===== src/rtl/pc_sequencer_if.sv =====
// ---------------------------------------------------------------------------
// pc_sequencer_if
//   Control/status bundle between the control decoder (master) and the
//   program-counter sequencer (slave).
//
//   Strobes (master -> slave):
//     en       advance enable, 0 = stall
//     branch   take relative branch by 'offset'
//     offset   two's-complement branch offset
//     jump     absolute jump to 'target'
//     target   jump/call destination
//     call     push return address, go to 'target'
//     ret      pop return address into pc
//   Status (slave -> master):
//     pc, pc_next, stack_full, stack_empty, stack_err
// ---------------------------------------------------------------------------
interface pc_sequencer_if #(
  parameter int unsigned WIDTH = 8
);

  logic             en;
  logic             branch;
  logic [WIDTH-1:0] offset;
  logic             jump;
  logic [WIDTH-1:0] target;
  logic             call;
  logic             ret;
  logic [WIDTH-1:0] pc;
  logic [WIDTH-1:0] pc_next;
  logic             stack_full;
  logic             stack_empty;
  logic             stack_err;

  modport master (
    output en, branch, offset, jump, target, call, ret,
    input  pc, pc_next, stack_full, stack_empty, stack_err
  );

  modport slave (
    input  en, branch, offset, jump, target, call, ret,
    output pc, pc_next, stack_full, stack_empty, stack_err
  );

endinterface


===== src/rtl/pc_sequencer.sv =====
// ---------------------------------------------------------------------------
// pc_sequencer
//   Program-counter unit with a LIFO return-address stack. Each enabled
//   cycle the next pc is chosen by priority ret > call > jump > branch >
//   increment. All arithmetic wraps modulo 2**WIDTH silently.
//
//   Ports:
//     clk    rising-edge clock for all state
//     rst_n  synchronous active-low reset (pc <= RESET_VEC, stack emptied,
//            stack_err cleared); overrides en and all strobes
//     bus    pc_sequencer_if.slave: strobes in, pc/pc_next/stack status out
//
//   Parameters:
//     WIDTH        pc/address width
//     RESET_VEC    pc value after reset
//     STEP         sequential increment
//     STACK_DEPTH  return-address stack entries (>= 1)
// ---------------------------------------------------------------------------
module pc_sequencer #(
  parameter int unsigned      WIDTH       = 8,
  parameter logic [WIDTH-1:0] RESET_VEC   = '0,
  parameter logic [WIDTH-1:0] STEP        = WIDTH'(1),
  parameter int unsigned      STACK_DEPTH = 4
) (
  input  logic          clk,
  input  logic          rst_n,
  pc_sequencer_if.slave bus
);

  // sp counts entries 0..STACK_DEPTH, so it needs one more code than the
  // entry index does.
  localparam int unsigned SP_W      = $clog2(STACK_DEPTH + 1);
  localparam int unsigned IDX_W     = (STACK_DEPTH > 1) ? $clog2(STACK_DEPTH) : 1;
  localparam int unsigned MEM_DEPTH = 1 << IDX_W;

  localparam logic [SP_W-1:0] SP_ZERO = '0;
  localparam logic [SP_W-1:0] SP_ONE  = SP_W'(1);
  localparam logic [SP_W-1:0] SP_FULL = SP_W'(STACK_DEPTH);

  // Source of the next pc value.
  typedef enum logic [2:0] {
    SRC_HOLD,
    SRC_INC,
    SRC_BRANCH,
    SRC_JUMP,
    SRC_CALL,
    SRC_RET
  } src_e;

  // -------------------------------------------------------------------------
  // State
  // -------------------------------------------------------------------------
  logic [WIDTH-1:0] pc_q;
  logic [SP_W-1:0]  sp_q;
  logic             err_q;
  logic [WIDTH-1:0] stack_mem [MEM_DEPTH];

  // -------------------------------------------------------------------------
  // Derived values
  // -------------------------------------------------------------------------
  logic             full;
  logic             empty;
  logic [WIDTH-1:0] pc_inc;
  logic [WIDTH-1:0] pc_rel;
  logic [IDX_W-1:0] top_idx;
  logic [IDX_W-1:0] push_idx;
  logic [WIDTH-1:0] top_val;

  assign full     = (sp_q == SP_FULL);
  assign empty    = (sp_q == SP_ZERO);
  assign pc_inc   = pc_q + STEP;
  // Two's-complement offset added with modular arithmetic gives the signed
  // displacement without any explicit sign extension.
  assign pc_rel   = pc_q + bus.offset;
  // Only meaningful when the stack is non-empty; the wrapped value at sp=0
  // is never selected.
  assign top_idx  = IDX_W'(sp_q - SP_ONE);
  assign push_idx = IDX_W'(sp_q);
  assign top_val  = stack_mem[top_idx];

  // -------------------------------------------------------------------------
  // Decode: pick the pc source and the stack action
  // -------------------------------------------------------------------------
  src_e src;
  logic push;
  logic pop;
  logic err_set;

  // NOTE: every signal written here gets a default first; a path that leaves
  // one unassigned would infer a latch.
  always_comb begin
    src     = SRC_HOLD;
    push    = 1'b0;
    pop     = 1'b0;
    err_set = 1'b0;
    if (bus.en) begin
      if (bus.ret) begin
        if (!empty) begin
          src = SRC_RET;
          pop = 1'b1;
        end else begin
          // Underflow: fall through to a normal advance and flag it.
          src     = SRC_INC;
          err_set = 1'b1;
        end
      end else if (bus.call) begin
        // The jump to target happens even when the push is dropped.
        src = SRC_CALL;
        if (!full) begin
          push = 1'b1;
        end else begin
          err_set = 1'b1;
        end
      end else if (bus.jump) begin
        src = SRC_JUMP;
      end else if (bus.branch) begin
        src = SRC_BRANCH;
      end else begin
        src = SRC_INC;
      end
    end
  end

  // -------------------------------------------------------------------------
  // Next-pc mux
  // -------------------------------------------------------------------------
  logic [WIDTH-1:0] pc_nxt;

  always_comb begin
    pc_nxt = pc_q;
    unique case (src)
      SRC_HOLD:   pc_nxt = pc_q;
      SRC_INC:    pc_nxt = pc_inc;
      SRC_BRANCH: pc_nxt = pc_rel;
      SRC_JUMP:   pc_nxt = bus.target;
      SRC_CALL:   pc_nxt = bus.target;
      SRC_RET:    pc_nxt = top_val;
      default:    pc_nxt = pc_q;
    endcase
  end

  logic [SP_W-1:0] sp_nxt;

  always_comb begin
    sp_nxt = sp_q;
    if (push) begin
      sp_nxt = sp_q + SP_ONE;
    end else if (pop) begin
      sp_nxt = sp_q - SP_ONE;
    end
  end

  // -------------------------------------------------------------------------
  // Control registers
  // -------------------------------------------------------------------------
  // NOTE: state is updated with non-blocking assignments so every register
  // samples the pre-edge values regardless of statement order.
  always_ff @(posedge clk) begin
    if (!rst_n) begin
      pc_q  <= RESET_VEC;
      sp_q  <= SP_ZERO;
      err_q <= 1'b0;
    end else begin
      // With en=0 the decode yields SRC_HOLD and no stack action, so the
      // same assignments implement the stall.
      pc_q  <= pc_nxt;
      sp_q  <= sp_nxt;
      err_q <= err_q | err_set;
    end
  end

  // -------------------------------------------------------------------------
  // Return-address storage
  // -------------------------------------------------------------------------
  // NOTE: the storage array has no reset; emptiness is tracked by sp alone,
  // which keeps the array a plain register file / RAM.
  always_ff @(posedge clk) begin
    if (rst_n && push) begin
      stack_mem[push_idx] <= pc_inc;
    end
  end

  // -------------------------------------------------------------------------
  // Outputs
  // -------------------------------------------------------------------------
  assign bus.pc          = pc_q;
  assign bus.pc_next     = pc_nxt;
  assign bus.stack_full  = full;
  assign bus.stack_empty = empty;
  assign bus.stack_err   = err_q;

endmodule


===== src/flat_wrapper.sv =====
// flat-port wrapper written by rule: the top's interface ports become plain ports
module pc_sequencer_flat 
#(
  parameter int unsigned      WIDTH       = 8,
  parameter logic [WIDTH-1:0] RESET_VEC   = '0,
  parameter logic [WIDTH-1:0] STEP        = WIDTH'(1),
  parameter int unsigned      STACK_DEPTH = 4
)
  (clk, rst_n, bus_en, bus_branch, bus_offset, bus_jump, bus_target, bus_call, bus_ret, bus_pc, bus_pc_next, bus_stack_full, bus_stack_empty, bus_stack_err);
  pc_sequencer_if #(.WIDTH(WIDTH)) bus_i ();
  input  logic clk;
  input  logic rst_n;
  input wire logic [$bits(bus_i.en)-1:0] bus_en;
  input wire logic [$bits(bus_i.branch)-1:0] bus_branch;
  input wire logic [$bits(bus_i.offset)-1:0] bus_offset;
  input wire logic [$bits(bus_i.jump)-1:0] bus_jump;
  input wire logic [$bits(bus_i.target)-1:0] bus_target;
  input wire logic [$bits(bus_i.call)-1:0] bus_call;
  input wire logic [$bits(bus_i.ret)-1:0] bus_ret;
  output wire logic [$bits(bus_i.pc)-1:0] bus_pc;
  output wire logic [$bits(bus_i.pc_next)-1:0] bus_pc_next;
  output wire logic [$bits(bus_i.stack_full)-1:0] bus_stack_full;
  output wire logic [$bits(bus_i.stack_empty)-1:0] bus_stack_empty;
  output wire logic [$bits(bus_i.stack_err)-1:0] bus_stack_err;
  assign bus_i.en = bus_en;
  assign bus_i.branch = bus_branch;
  assign bus_i.offset = bus_offset;
  assign bus_i.jump = bus_jump;
  assign bus_i.target = bus_target;
  assign bus_i.call = bus_call;
  assign bus_i.ret = bus_ret;
  assign bus_pc = bus_i.pc;
  assign bus_pc_next = bus_i.pc_next;
  assign bus_stack_full = bus_i.stack_full;
  assign bus_stack_empty = bus_i.stack_empty;
  assign bus_stack_err = bus_i.stack_err;
  pc_sequencer #(.WIDTH(WIDTH), .RESET_VEC(RESET_VEC), .STEP(STEP), .STACK_DEPTH(STACK_DEPTH)) u_core (.clk(clk), .rst_n(rst_n), .bus(bus_i));
endmodule

===== config.mk =====
export PLATFORM = sky130hd
export DESIGN_NAME = pc_sequencer_flat
export DESIGN_NICKNAME = d
export VERILOG_FILES = /design/src/rtl/pc_sequencer_if.sv /design/src/rtl/pc_sequencer.sv /design/src/flat_wrapper.sv
export SDC_FILE = /design/constraint.sdc
export NUM_CORES = 1
export LEC_CHECK = 0
export ABC_CLOCK_PERIOD_IN_PS = 3000
export BUFFER_PORTS_ARGS = -buffer_cell sky130_fd_sc_hd__buf_2
export CORE_ASPECT_RATIO = 0.7
export CORE_MARGIN = 1.5
export CORE_UTILIZATION = 56
export CTS_CLUSTER_DIAMETER = 100
export DETAILED_ROUTE_END_ITERATION = 6
export PLACE_DENSITY = 0.79
export SLEW_MARGIN = 20
export SYNTH_ARGS = -nofsm -noshare
export SYNTH_HDL_FRONTEND = slang
export SYNTH_SLANG_ARGS = --single-unit

===== constraint.sdc =====
create_clock -name clk -period 3 [get_ports clk]
set_input_delay 0.6 -clock clk [delete_from_list [all_inputs] [get_ports clk]]
set_output_delay 0.6 -clock clk [all_outputs]
set_load 0.02 [all_outputs]

== Yosys cells after proc, flatten, opt, wreduce, memory -nomap -nowiden ==
Memory sizes are Yosys's and may differ from the RTL's.
Index checks and enable logic that the tools add are counted.
Storage, ports and cells
  bits in registers: 12
  bits in latches: 0
  memory bits (writable): 32
  memory bits (read-only): 0
  input port bits: 23
  output and inout port bits: 19
  word-level logic and storage cells: 42
  memories: 1
Operators by class
  add/subtract/negate cells: 4
  $mul: 0
  divide/modulo/power cells: 0
  $lt $le $gt $ge: 0
  equality and inequality tests: 6
  shift operators: 0
  multiplexer cells: 23
  bitwise logic cells: 1
  reduce and logical (&&, ||, !) cells: 4
Memories
  u_core.stack_mem: depth 4, bits a word 8, read ports 1, clocked after Yosys merged registers in 0, write ports 1, RTL line pc_sequencer.sv:56  | logic [WIDTH-1:0] stack_mem [MEM_DEPTH];
Operators with widths (count)
  case mux 8 bit (4 select lines): 1
  2-to-1 mux 3 bit: 7
  2-to-1 mux 1 bit: 14
  == test 3 bit, second input constant: 3
  adder 8 x 1 -> 8 bit, second input constant: 1
  adder 8 bit: 1
  == test 3 x 2 -> 1 bit, second input constant: 2
  adder 3 x 1 -> 3 bit, second input constant: 1
  == test 3 x 1 -> 1 bit, second input constant: 1
  zero test 3 bit: 1
  subtractor 3 x 1 -> 3 bit, second input constant: 1
  2-to-1 mux 2 bit: 1
  nonzero test 2 bit: 1
  OR reduction 2 bit: 1
  logical AND 1 bit: 1
  bitwise OR 1 bit: 1

== Longest topological paths before layout ==
  word-level depth: 8
  mapped depth: 9
  gate-level depth less buffers: 8

== Least setup slack after synthesis ==
Ideal clock, no wire load.
  path kind: in2out
  start: input bus_offset[1]
  end: output bus_pc_next[5]
  arrival time: 2.193 ns
  required time: 2.400 ns
  path slack: 0.207 ns
  stages: 6
  buffers on the path: 0
  cell sequence: ha_1 a211oi_1 o21ai_0 a21oi_1 mux2_2 a21oi_1
On the way
  word-level cells in the longest chain between the ends: 2
RTL lines
  start, declared: RTL line flat_wrapper.sv:15  | input wire logic [$bits(bus_i.offset)-1:0] bus_offset;
  adder 8 bit: RTL line pc_sequencer.sv:74  | assign pc_rel = pc_q + bus.offset;
  case mux 8 bit (4 select lines): RTL line pc_sequencer.sv:131  | unique case (src)
  end, declared: RTL line flat_wrapper.sv:21  | output wire logic [$bits(bus_i.pc_next)-1:0] bus_pc_next;
Every way passes these cells.

== Worst setup path after layout ==
  start: input bus_offset[2]
  end: output bus_pc_next[5]
Same word-level chain as after synthesis.

==> summary.md <==
| Metric | Value |
|---|---|
| Status | `completed` |
| Port buffer count | `41` |
| Period utilisation layout | `97.5%` |
| Design Area, Final | `3060 um^2` |
| Grt total ovfl | `0` |
| Worst-Skew Late Latency | `0.30 ns` |
| Post-synth cell types | `50` |
| WP depth | `9` |
| Post-Synthesis Net Count | `251` |
| Register bit total from synthesis | `44` |
| RSZ-0062 raised after global routing | `true` |
| Maximum vdd drop | `0.348 mV` |
| Max layer used | `met4` |
| Routed wire per std cell | `18.5 um` |
| Synth area leader | `edfxtp_1` |
| Hold Violations, Final | `0` |
| Clock slew at reported path FFs | `0.08 ns` |
| Starting Density | `58.5%` |
| Async set-reset flop share out of synthesis | `0%` |
| Worst-Margin Slew | `0.478 ns` |
| Top cell type's share of synthesized area | `37.7%` |
| Worst relative slew slack | `67.9%` |
| Slew Limit Fails | `0` |
| WS Path Type | `input pin to output pin` |
| Root Buffer | `clkbuf_8` |
| Rows | `20` |
| Area contributors post-synth | `edfxtp_1, dfxtp_1, ha_1, mux4_1, and3_1` |
| Post-synth EDFFs | `32` |
| Drt first pass iters | `5` |
| Final Critical Period | `2.92 ns` |
| Fmax | `342 MHz` |
| Critical Path Fanout Max | `4` |
| Initial antenna violation count | `0` |
| CP Launch Type | `input pin` |
| Die area | `4970 um^2` |
| Mean post-synth cell area | `11.9 um^2` |
| Clock tree buffer depth | `2` |
| Largest net degree at the start of global routing | `15` |
| Clk sinks | `44` |
| CP endpoint kind | `output pin` |
| Met1 WL | `2.97 mm` |
| CP max stage delay | `0.38 ns` |
| GRT Overall Usage | `25.8%` |
| Hpwl dp | `4.45 mm` |
| Hold Slack | `0.525 ns` |
| Antenna Nets Post-Route | `0` |
| Crit path cell chain | `buf_2 -> ha_1 -> buf_4 -> o21ai_0 -> o21ai_0 -> a21oi_1 -> mux2_2 -> a21oi_1 -> buf_4` |
| Worst path slowest cell | `mux2_2` |
| Min-Delay Path Class | `flop to flop` |
| CP required | `2.40 ns` |
| DIE HEIGHT | `59.4 um` |
| Maxcap violations | `0` |
| Drc violations | `0` |
| Vias in the first global route | `1819` |
| Nets@finish | `307` |
| Gpl congestion | `0.837` |
| Most used DFF post-synth | `edfxtp_1` |
| Die W | `83.6 um` |
| Top-Level Pins | `42` |
| Static Leak | `0.00126 uW` |
| CP bufs+invs | `3` |
| Detailed-route via count | `2056` |
| Worst reg-to-reg path cell count | `6` |
| Yosys warnings | `0` |
| DP Area | `2880 um^2` |
| Crit path DAT | `2.32 ns` |
| Layout cells sized above 1 | `30.6%` |
| Synth Instances | `214` |
| DRT Wirelength | `6.03 mm` |
| Initial DRC Count | `148` |
| Power per Cell Area | `519 nW/um^2` |
| WL met3 | `550 um` |
| Num CTS Buffers | `5` |
| Vias per cell | `6.31` |
| Area grow syn2layout | `20.1%` |
| Clock Skew | `0.00624 ns` |
| # setup viols final | `0` |
| Antenna Cells | `0` |
| # H-tree levels | `2` |
| Seq/Total Area, Yosys | `47.2%` |
| Core area | `4350 um^2` |
| Total negative slack | `0 ns` |
| Flop-to-flop setup slack | `0.92 ns` |
| Crit path max-delay family | `compound AO/OA/AOI/OAI gates` |
| TritonCTS clock tree | `done` |
| Hold path depth | `2` |
| First-pass GRT wire length | `9.65 mm` |
| Hold buffers post-CTS | `0` |
| Synth Cell Area | `2550 um^2` |
| Met2 WL | `2.47 mm` |
==> through the flow <==
stage	std cells	util [%]	worst slack, ns	total power [uW]
CTS	325	69.2	0.0670	1570
global route	326	70.2	-0.0137	1660
finish	326	70.2	0.0759	1590
floorplan	214	-	0.207	963
global placement	317	66.1	0.0885	1080
detailed placement	317	66.1	0.0894	1090
==> timing repair <==
action | 4_1_cts | 5_1_grt
hold endpoints to repair | 0 | 0
endpoints found under the setup margin | 4 | 6
setup buffers | 0 | 1
pin swaps | 0 | 2
resized for setup | 2 | 10
==> placed cells by master (no fill, tap or decap), drive strengths merged, types with 9 or more instances in the layout <==
cell type and instances:
ha 13, a21oi 10, and3 12, inv 10, dfxtp 12, edfxtp 32, o21ai 10, nand3 9
buf 56, nor2 14
==> worst register-to-register path: cells and delay by family, from the launching register on <==
| family | cells | cell delay, ns |
|---|---|---|
| adder cells (fa/ha/maj) | 1 | 0.19 |
| buffers and inverters | 2 | 0.28 |
| flip-flops | 1 | 0.37 |
| AND/OR/NAND/NOR | 3 | 0.89 |
==> worst paths after layout <==
kind | start | endpoint
max | bus_offset[2] | bus_pc_next[5]
min | u_core.bus.stack_err | u_core.bus.stack_err
max reg2reg | u_core.sp_q[1] | u_core.stack_mem[3][3]
min reg2reg | u_core.bus.stack_err | u_core.bus.stack_err
==> power breakdown <==
part | switching [uW] | internal, uW
logic | 235 | 177
clock network | 209 | 272
registers | 18.0 | 676
==> registers in the layout, summed over array words and instances, names as in the netlist <==
| name | cells |
|---|---|
| u_core.stack_mem | 32 |
| u_core.sp_q | 3 |
| u_core.bus.stack_err | 1 |
| u_core.bus.pc | 8 |
==> cell families (layout without fill, tap and decap cells) <==
kind of cell / Yosys count / count (layout) / synth area share (%)
mux: 9 / 9 / 8.40
flops: 44 / 44 / 47.2
simple gates: 61 / 61 / 13.6
compound gates: 57 / 57 / 16.5
fa+ha+maj: 14 / 14 / 7.17
xor+xnor: 11 / 11 / 3.78
buf+inv: 18 / 75 / 3.39
==> cells in the mapped netlist (all sizes together), types with 4 or more instances <==
master / number
mux4: 8
and2: 5
a21oi: 10
a221oi: 8
inv: 10
a211oi: 5
nor2: 14
edfxtp: 32
xor2: 5
and3: 12
o21ai: 10
ha: 13
a21boi: 5
nand3: 9
dfxtp: 12
xnor2: 6
nand2: 7
buf: 4
==> per-layer routing <==
layer / up-vias / GRT usage, %
met5: - / 0
met4: 0 / 5.62
met3: 7 / 5.43
met2: 107 / 35.4
met1: 999 / 41.9
li1: 943 / -
==> final cells by class <==
class,instances,area (um^2)
flip-flops and latches,44,1200
clock buffers,6,82.6
multi-input cells,152,1300
inverters,11,41.3
clock inverters,2,38.8
repair buffers,56,320
well taps,55,68.8
fillers,319,1300
No activity file was read; power rests on OpenSTA's default activity.
